File: src/rtl/gb80_fetch_unit.sv
// gb80_fetch_unit
// ---------------
// Instruction prefetch stage sitting directly in front of the gb80
// instruction register and decoder. It owns the program counter, issues
// single-byte reads on the memory bus and queues the returned bytes, each
// tagged with its address, in a small FIFO. The decoder pops bytes through
// a valid/ready handshake. A redirect (jump, call, return, interrupt)
// flushes the queue and restarts fetching at a new address.
//
// Parameters
//   DEPTH         prefetch FIFO entries (power of two, >= 2)
//   RESET_VECTOR  PC value loaded on reset
//
// Ports
//   i_clk            system clock, rising-edge
//   i_reset          asynchronous active-low reset
//   i_redirect       one-cycle pulse: flush FIFO, PC <= i_redirect_addr
//   i_redirect_addr  new fetch address
//   o_mem_rd_req     read request, held until i_mem_ack
//   o_mem_addr       read address, stable while o_mem_rd_req is high
//   i_mem_data       read data, valid when i_mem_ack is high
//   i_mem_ack        request accepted and data returned this cycle
//   o_instr_valid    FIFO non-empty
//   o_instr_data     byte at the FIFO head
//   o_instr_pc       address of the byte at the FIFO head
//   i_instr_ready    decoder consumes the head byte this cycle
//   o_fifo_count     current FIFO occupancy

module gb80_fetch_unit #(
  parameter int          DEPTH        = 4,
  parameter logic [15:0] RESET_VECTOR = 16'h0100
) (
  input  logic                     i_clk,
  input  logic                     i_reset,
  input  logic                     i_redirect,
  input  logic [15:0]              i_redirect_addr,
  output logic                     o_mem_rd_req,
  output logic [15:0]              o_mem_addr,
  input  logic [7:0]               i_mem_data,
  input  logic                     i_mem_ack,
  output logic                     o_instr_valid,
  output logic [7:0]               o_instr_data,
  output logic [15:0]              o_instr_pc,
  input  logic                     i_instr_ready,
  output logic [$clog2(DEPTH):0]   o_fifo_count
);

  localparam int AW = $clog2(DEPTH);
  localparam int CW = AW + 1;

  typedef enum logic [1:0] {
    IDLE    = 2'd0,
    REQ     = 2'd1,
    DISCARD = 2'd2
  } state_t;

  state_t          r_state;
  logic [15:0]     r_pc;
  logic            r_req;
  logic [15:0]     r_addr;
  logic [CW-1:0]   r_count;
  logic            r_valid;
  logic [15:0]     r_entPc   [DEPTH];
  logic [7:0]      r_entData [DEPTH];

  logic            w_pop;
  logic            w_push;
  logic [CW-1:0]   w_nextCount;
  logic            w_space;
  logic [AW-1:0]   w_wrIdx;

  // Handshake decode for this cycle. A redirect suppresses the push so the
  // byte returned alongside it is dropped; the FIFO clear in the storage
  // block takes care of overriding any pop. w_space answers whether there
  // is room for one more byte once this cycle's push/pop have landed, which
  // is what lets the FSM keep a request going without ever overfilling.
  always_comb begin
    w_pop       = r_valid & i_instr_ready;
    w_push      = (r_state == REQ) & i_mem_ack & ~i_redirect;
    w_nextCount = r_count + CW'(w_push) - CW'(w_pop);
    w_space     = (w_nextCount < CW'(DEPTH));
    w_wrIdx     = AW'(r_count - CW'(w_pop));
  end

  // Prefetch queue kept as a shift register so the head always lives in
  // entry 0 and can drive the outputs straight from a flop. On a pop every
  // entry moves down one slot; a simultaneous push lands in the slot just
  // behind the last surviving entry, which is why the write index already
  // accounts for the pop.
  always_ff @(posedge i_clk or negedge i_reset) begin
    if (!i_reset) begin
      r_count <= '0;
      r_valid <= 1'b0;
      for (int i = 0; i < DEPTH; i++) begin
        r_entPc[i]   <= '0;
        r_entData[i] <= '0;
      end
    end else if (i_redirect) begin
      r_count <= '0;
      r_valid <= 1'b0;
    end else begin
      r_count <= w_nextCount;
      r_valid <= (w_nextCount != '0);
      if (w_pop) begin
        for (int i = 0; i < DEPTH - 1; i++) begin
          r_entPc[i]   <= r_entPc[i+1];
          r_entData[i] <= r_entData[i+1];
        end
      end
      if (w_push) begin
        r_entPc[w_wrIdx]   <= r_pc;
        r_entData[w_wrIdx] <= i_mem_data;
      end
    end
  end

  // Fetch sequencer. REQ keeps a request on the bus back to back while the
  // queue has room, giving one byte per cycle from zero-wait memory. When a
  // redirect catches a request in flight without its ack, DISCARD keeps the
  // old request on the bus until the memory answers, then throws the byte
  // away. A redirect that lands in the same cycle as that ack finishes the
  // old transaction, so it goes straight to IDLE rather than waiting for an
  // ack that will never come.
  always_ff @(posedge i_clk or negedge i_reset) begin
    if (!i_reset) begin
      r_state <= IDLE;
      r_pc    <= RESET_VECTOR;
      r_req   <= 1'b0;
      r_addr  <= '0;
    end else begin
      case (r_state)
        IDLE: begin
          if (i_redirect) begin
            r_pc <= i_redirect_addr;
          end else if (w_space) begin
            r_state <= REQ;
            r_req   <= 1'b1;
            r_addr  <= r_pc;
          end
        end

        REQ: begin
          if (i_redirect) begin
            r_pc <= i_redirect_addr;
            if (i_mem_ack) begin
              r_state <= IDLE;
              r_req   <= 1'b0;
            end else begin
              r_state <= DISCARD;
            end
          end else if (i_mem_ack) begin
            r_pc <= r_pc + 16'd1;
            if (w_space) begin
              r_addr <= r_pc + 16'd1;
            end else begin
              r_state <= IDLE;
              r_req   <= 1'b0;
            end
          end
        end

        DISCARD: begin
          if (i_redirect) begin
            r_pc <= i_redirect_addr;
          end
          if (i_mem_ack) begin
            r_state <= IDLE;
            r_req   <= 1'b0;
          end
        end

        default: begin
          r_state <= IDLE;
          r_req   <= 1'b0;
        end
      endcase
    end
  end

  assign o_mem_rd_req  = r_req;
  assign o_mem_addr    = r_addr;
  assign o_instr_valid = r_valid;
  assign o_instr_data  = r_entData[0];
  assign o_instr_pc    = r_entPc[0];
  assign o_fifo_count  = r_count;

endmodule

File: config.mk
export PLATFORM = sky130hd
export DESIGN_NAME = gb80_fetch_unit
export DESIGN_NICKNAME = d
export VERILOG_FILES = /design/src/rtl/gb80_fetch_unit.sv
export SDC_FILE = /design/constraint.sdc
export NUM_CORES = 1
export LEC_CHECK = 0
export CORE_MARGIN = 4
export CORE_UTILIZATION = 45
export CTS_CLUSTER_DIAMETER = 120
export DETAILED_ROUTE_END_ITERATION = 7
export GPL_ROUTABILITY_DRIVEN = 0
export GPL_TIMING_DRIVEN = 1
export PLACE_DENSITY = 0.71
export SLEW_MARGIN = 25
export SYNTH_ARGS = -nofsm -noshare
export SYNTH_HDL_FRONTEND = slang
export SYNTH_SLANG_ARGS = --single-unit
export TNS_END_PERCENT = 10
File: constraint.sdc
create_clock -name i_clk -period 4.35 [get_ports i_clk]
set_clock_uncertainty 0.2 [all_clocks]
set_input_delay 0.87 -clock i_clk [delete_from_list [all_inputs] [get_ports i_clk]]
set_output_delay 0.87 -clock i_clk [all_outputs]
set_load 0.005 [all_outputs]
* Word-level counts from Yosys, hierarchy flattened
Cells that the tools add are included.
** Storage, ports and cells
- Output and inout port bits :: 45
- Word-level logic and storage cells :: 87
- Bits in registers :: 135
- Bits of input ports :: 29
** Operators by class
- Order comparisons :: 3
- Muxes and demuxes :: 39
- Reductions and logical operators :: 11
- Bitwise logic cells :: 5
- Add/subtract/negate cells :: 4
- Equality and inequality tests :: 11
** Operators with widths (count)
- two-way mux 16 bit :: 9
- two-way mux 48 bit :: 2
- bitwise mux 64 bit :: 1
- two-way mux 64 bit :: 1
- case mux 16 bit (2 select lines) :: 2
- two-way mux 24 bit :: 2
- bitwise mux 32 bit :: 1
- demux 16 bit (select 2 bit) :: 1
- two-way mux 32 bit :: 1
- adder 16 x 1 -> 16 bit (second input constant) :: 1
- demux 8 bit (select 2 bit) :: 1
- two-way mux 2 bit :: 7
- inequality test 2 bit (second input constant) :: 6
- two-way mux 8 bit :: 1
- two-way mux 1 bit :: 7
- inequality test 3 bit (second input constant) :: 2
- case mux 2 bit (3 select lines) :: 1
- AND reduction 6 bit :: 1
- AND reduction 5 bit :: 1
- AND reduction 4 bit :: 1
- nonzero test 2 bit :: 2
- adder 3 x 1 -> 3 bit :: 1
- AND 1 bit :: 3
- >= comparator 3 bit (second input constant) :: 1
- other kinds (17) :: 17

* Depth between registers and ports, before layout
- Depth in word-level cells :: 10
- Depth in mapped cells :: 14
- Mapped depth without buffers :: 12

* Worst setup path before layout
No wires, ideal clock.
- Path kind :: input to register
- Start :: input port i_redirect
- End :: register r_addr[11] (netlist: o_mem_addr[11])
- Required time :: 4015 ps
- Setup slack :: 892 ps
- Path buffers :: 1
- Setup time :: 135 ps
- Arrival time :: 3123 ps
- Stages :: 13
- Path through :: and4bb_4 -> inv_2 -> ha_1 -> inv_1 -> ha_1 -> inv_1 -> fa_1 -> xor2_1 -> xnor2_1 -> nand3_1 -> clkbuf_1 -> nand2_1 -> o21ai_0
** Between the ends
- Cells in the longest elaborated chain, start to end :: 7
- Elaborated cells on any way between the ends :: 10
- Classes of those cells :: add/sub: 2; order compare: 1; eq/ne: 4; bitwise: 2; reduce/logical: 1
** RTL lines
- start: declaration :: line 35 : input logic i_redirect,
- inverter 1 bit (no source line)
- AND 1 bit :: line 79 : w_push = (r_state == REQ) & i_mem_ack & ~i_redirect;
- adder 3 x 1 -> 3 bit :: line 80 : w_nextCount = r_count + CW'(w_push) - CW'(w_pop);
- subtractor 3 x 1 -> 3 bit :: line 80
- less-than comparator 3 bit :: line 81 : w_space = (w_nextCount < CW'(DEPTH));
- inequality test 2 bit (no source line)
- AND reduction 6 bit (no source line) *
- end signal: assignment :: line 138 : r_addr <= r_pc;
- end signal: assignment :: line 154 : r_addr <= r_pc + 16'd1;
- end: declaration :: line 60 : logic [15:0] r_addr;
Every way passes the cells marked *; elsewhere a longest branch is shown, timed or not.
A chain may end at the register's enable or synchronous reset.

* Worst setup path after layout
- Start :: input port i_mem_ack
- End :: register r_addr[9] (netlist: o_mem_addr[9])
** Between the ends
- Cells in the longest elaborated chain, start to end :: 7
- Elaborated cells on any way between the ends :: 9
- Classes of those cells :: add/sub: 2; order compare: 1; eq/ne: 3; bitwise: 2; reduce/logical: 1
** RTL lines
- start: declaration :: line 40 : input logic i_mem_ack,
- AND 1 bit (2 in a row) :: line 79
- adder 3 x 1 -> 3 bit :: line 80
- subtractor 3 x 1 -> 3 bit :: line 80
- less-than comparator 3 bit :: line 81
- inequality test 2 bit (no source line)
- AND reduction 6 bit (no source line) *
Marks and branches as above.

==> key figures <==
CTS
  – Post-CTS Setup Repair Bufs: 0
  – H-tree depth: 4
  – Root Buffer Master: clkbuf_16
  – CTS tree: done
  – Clock transition at path regs: 0.06 ns
  – Max Buffers Root-to-Sink: 2
  – Clock Sinks: 135
  – Post-cts resize count: 0
  – CTS buffer count: 17
  – CTS Hold Buffers Added: 0
  – Worst-Skew Late Latency: 0.42 ns

Worst setup path
  – Slowest-stage cell, CP: clkdlybuf4s50_1
  – Worst R2R End: o_mem_addr[9]
  – Cells on worst reg2reg path: 13
  – Critical-path cell list: clkdlybuf4s50_1 -> and4bb_4 -> inv_2 -> ha_1 -> inv_1 -> ha_1 -> inv_1 -> fa_1 -> xor2_1 -> xnor2_1 -> nand3_1 -> buf_4 -> nand2_1 -> o21ai_0
  – Reg2reg start: r_state[0]
  – Worst setup EP type: flip-flop
  – CP bufs+invs: 5
  – Slowest stage delay, CP: 0.57 ns
  – WP data arrival: 3.66 ns
  – Critical Path Fanout Max: 32
  – Critical path's top delay family: buffers and inverters
  – Worst endpoint required time: 4.44 ns
  – Reg2reg setup slack: 1.22 ns
  – Crit Path Category: in2reg
  – Crit path launch type: input pin

Placed design
  – IO Port Bufs: 73
  – Placed cell area: 7240 um^2
  – Hpwl dp: 9730 um

Floorplanning
  – Starting Density: 0.458
  – Ports: 74
  – Row count: 44
  – Full die area: 16700 um^2
  – Core Area: 14500 um^2
  – Die Y-Extent: 129 um
  – DIE WIDTH: 129 um

Global route
  – Number of global-route vias before repair: 4994
  – Initial antenna violation count: 0
  – First-pass GRT wire length: 26300 um
  – GR Overflow Total: 0
  – GRT Util Overall: 0.200
  – Largest net degree at the start of global routing: 109

Power and ir drop
  – Int Pwr: 3.92 mW
  – Clk pwr share: 0.258
  – Net Switching: 1.89 mW
  – Pleak: 3.11 nW
  – Pwr/cell area: 739 nW/um^2
  – Worst VDD drop: 0.000354 V
  – Part of the power in registers: 0.401
  – Power share of the combinational group: 0.341
  – Net Sw Frac: 0.325

Route
  – TritonRoute pass-1 iters: 4
  – Post-DRT Antenna Nets: 0
  – Vias/cell: 5.99
  – Vias post-DR: 4865
  – Drt wl/cell: 19.8 um
  – Drt drc: 0
  – Final WL: 16100 um
  – DRT iter0 DRCs: 454

Yosys
  – Warnings from Yosys: 0
  – FFs w/ async S/R, synth: 1.00
  – Post-synth cell types: 46
  – Flops & latches, synth: 135
  – Number of flops mapped to enable cells by yosys: 0
  – Post-Syn Nets: 625
  – Synth area leaders: dfrtp_1, o22a_1, mux2_2
  – Seq/Total Area, Yosys: 0.509
  – Top_reg_cell synth: dfrtp_1
  – Post-synth top area share: 0.505
  – Top cells by instance count after synthesis: o22a_1, dfrtp_1, nand2_1
  – Post-synth top area cell: dfrtp_1
  – Post-Syn Area: 6630 um^2
  – Most frequent cell after synthesis: o22a_1
  – Avg Inst Size Synth: 11.2 um^2
  – Cells after synthesis: 591

Timing
  – Fin. Hold Viols: 0
  – Setup TNS: 0 ns
  – Tightest Pin Transition: 0.958 ns
  – Min cycle time layout: 3.56 ns
  – F_max: 0.281 GHz
  – Headroom to the max-slew limit: 0.361
  – Final setup fails: 0
  – RSZ-0062 raised after global routing: no
  – Final period utilization: 0.819
  – Final Slew Violations: 0

Final layout
  – Final Instance Area: 7860 um^2
  – Nets: 649
  – Area Overhead vs Synth: 18.4%
  – Share of cells above drive strength 1: 0.137
  – Antenna diode count: 0

Status
  – Outcome: finished, final reports clean

Worst hold path
  – Hold crit path type: in2async

Flow run
  – Max-cap viol count: 0
through the flow:
stage	worst slack, ns	power [mW]	hold WS [ns]	utilization	cells
floorplan	0.892	3.67	0.261	-	591
global placement	0.482	4.22	0.262	0.500	780
detailed placement	0.359	4.33	0.274	0.500	780
CTS	0.785	5.85	0.170	0.543	812
global route	0.605	6.18	0.194	0.543	812
finish	0.786	5.81	0.161	0.543	812
power groups by stage:
stage                     Combinational, mW  Sequential, mW  Clock, mW
after floorplan                        1.57            2.09          0
after global placement                 1.93            2.29          0
after detailed placement               1.99            2.34          0
after CTS                              2.00            2.32       1.52
after global routing                   2.19            2.41       1.57
final                                  1.98            2.33       1.50
metal layers:
metal,part of all wire,track usage,wire length (um),vias to the layer above
li1,-,-,-,2226
met1,0.47,0.276,7490,2471
met2,0.46,0.309,7460,141
met3,0.056,0.0511,904,27
met4,0.015,0.0691,245,0
met5,0,0,0,-
how the worst max path moves through the flow:
stage / cells after the start / startpoint / end / slack (ns)
2_1_floorplan: 13 / i_redirect / o_mem_addr[11] / 0.89
3_3_place_gp: 14 / i_mem_ack / o_mem_addr[10] / 0.48
3_5_place_dp: 14 / i_mem_ack / o_mem_addr[15] / 0.36
4_1_cts: 14 / i_mem_ack / o_mem_addr[9] / 0.79
5_1_grt: 14 / i_mem_ack / o_mem_addr[9] / 0.60
6_report: 14 / i_mem_ack / o_mem_addr[9] / 0.79
cells in the final DEF, fill, tap and decap left out, types with 5 or more instances in the layout:
cell type / synthesis / layout
clkbuf_16: 0 / 17
a21oi_1: 24 / 24
o22a_1: 145 / 145
nor2_1: 20 / 20
o21ai_0: 31 / 31
nand3_1: 14 / 14
inv_1: 8 / 8
xnor2_1: 12 / 12
o22ai_1: 5 / 5
clkdlybuf4s50_1: 0 / 71
buf_4: 29 / 14
mux2_2: 24 / 24
xor2_1: 5 / 5
nand2_1: 32 / 32
dfrtp_1: 134 / 134
layout make-up:
| cell class | count | area, um^2 |
|---|---|---|
| Fill cell | 1231 | 6620 |
| Sequential cell | 135 | 3380 |
| Multi-Input combinational cell | 365 | 2760 |
| Timing Repair Buffer | 87 | 841 |
| Clock buffer | 21 | 470 |
| Tap cell | 184 | 230 |
| Clock inverter | 11 | 145 |
| Inverter | 9 | 33.8 |
cells by family after synthesis:
family | after synthesis | share of synthesized area
xor gates and xnor gates | 18 | 0.0249
AOI/OAI and AO/OA | 221 | 0.258
muxes | 27 | 0.0453
adders and majority gates | 5 | 0.0106
and+or+nand+nor | 94 | 0.0764
buffers and inverters | 91 | 0.0753
DFF | 135 | 0.509
Note: power is estimated with default switching activity, not from simulation.
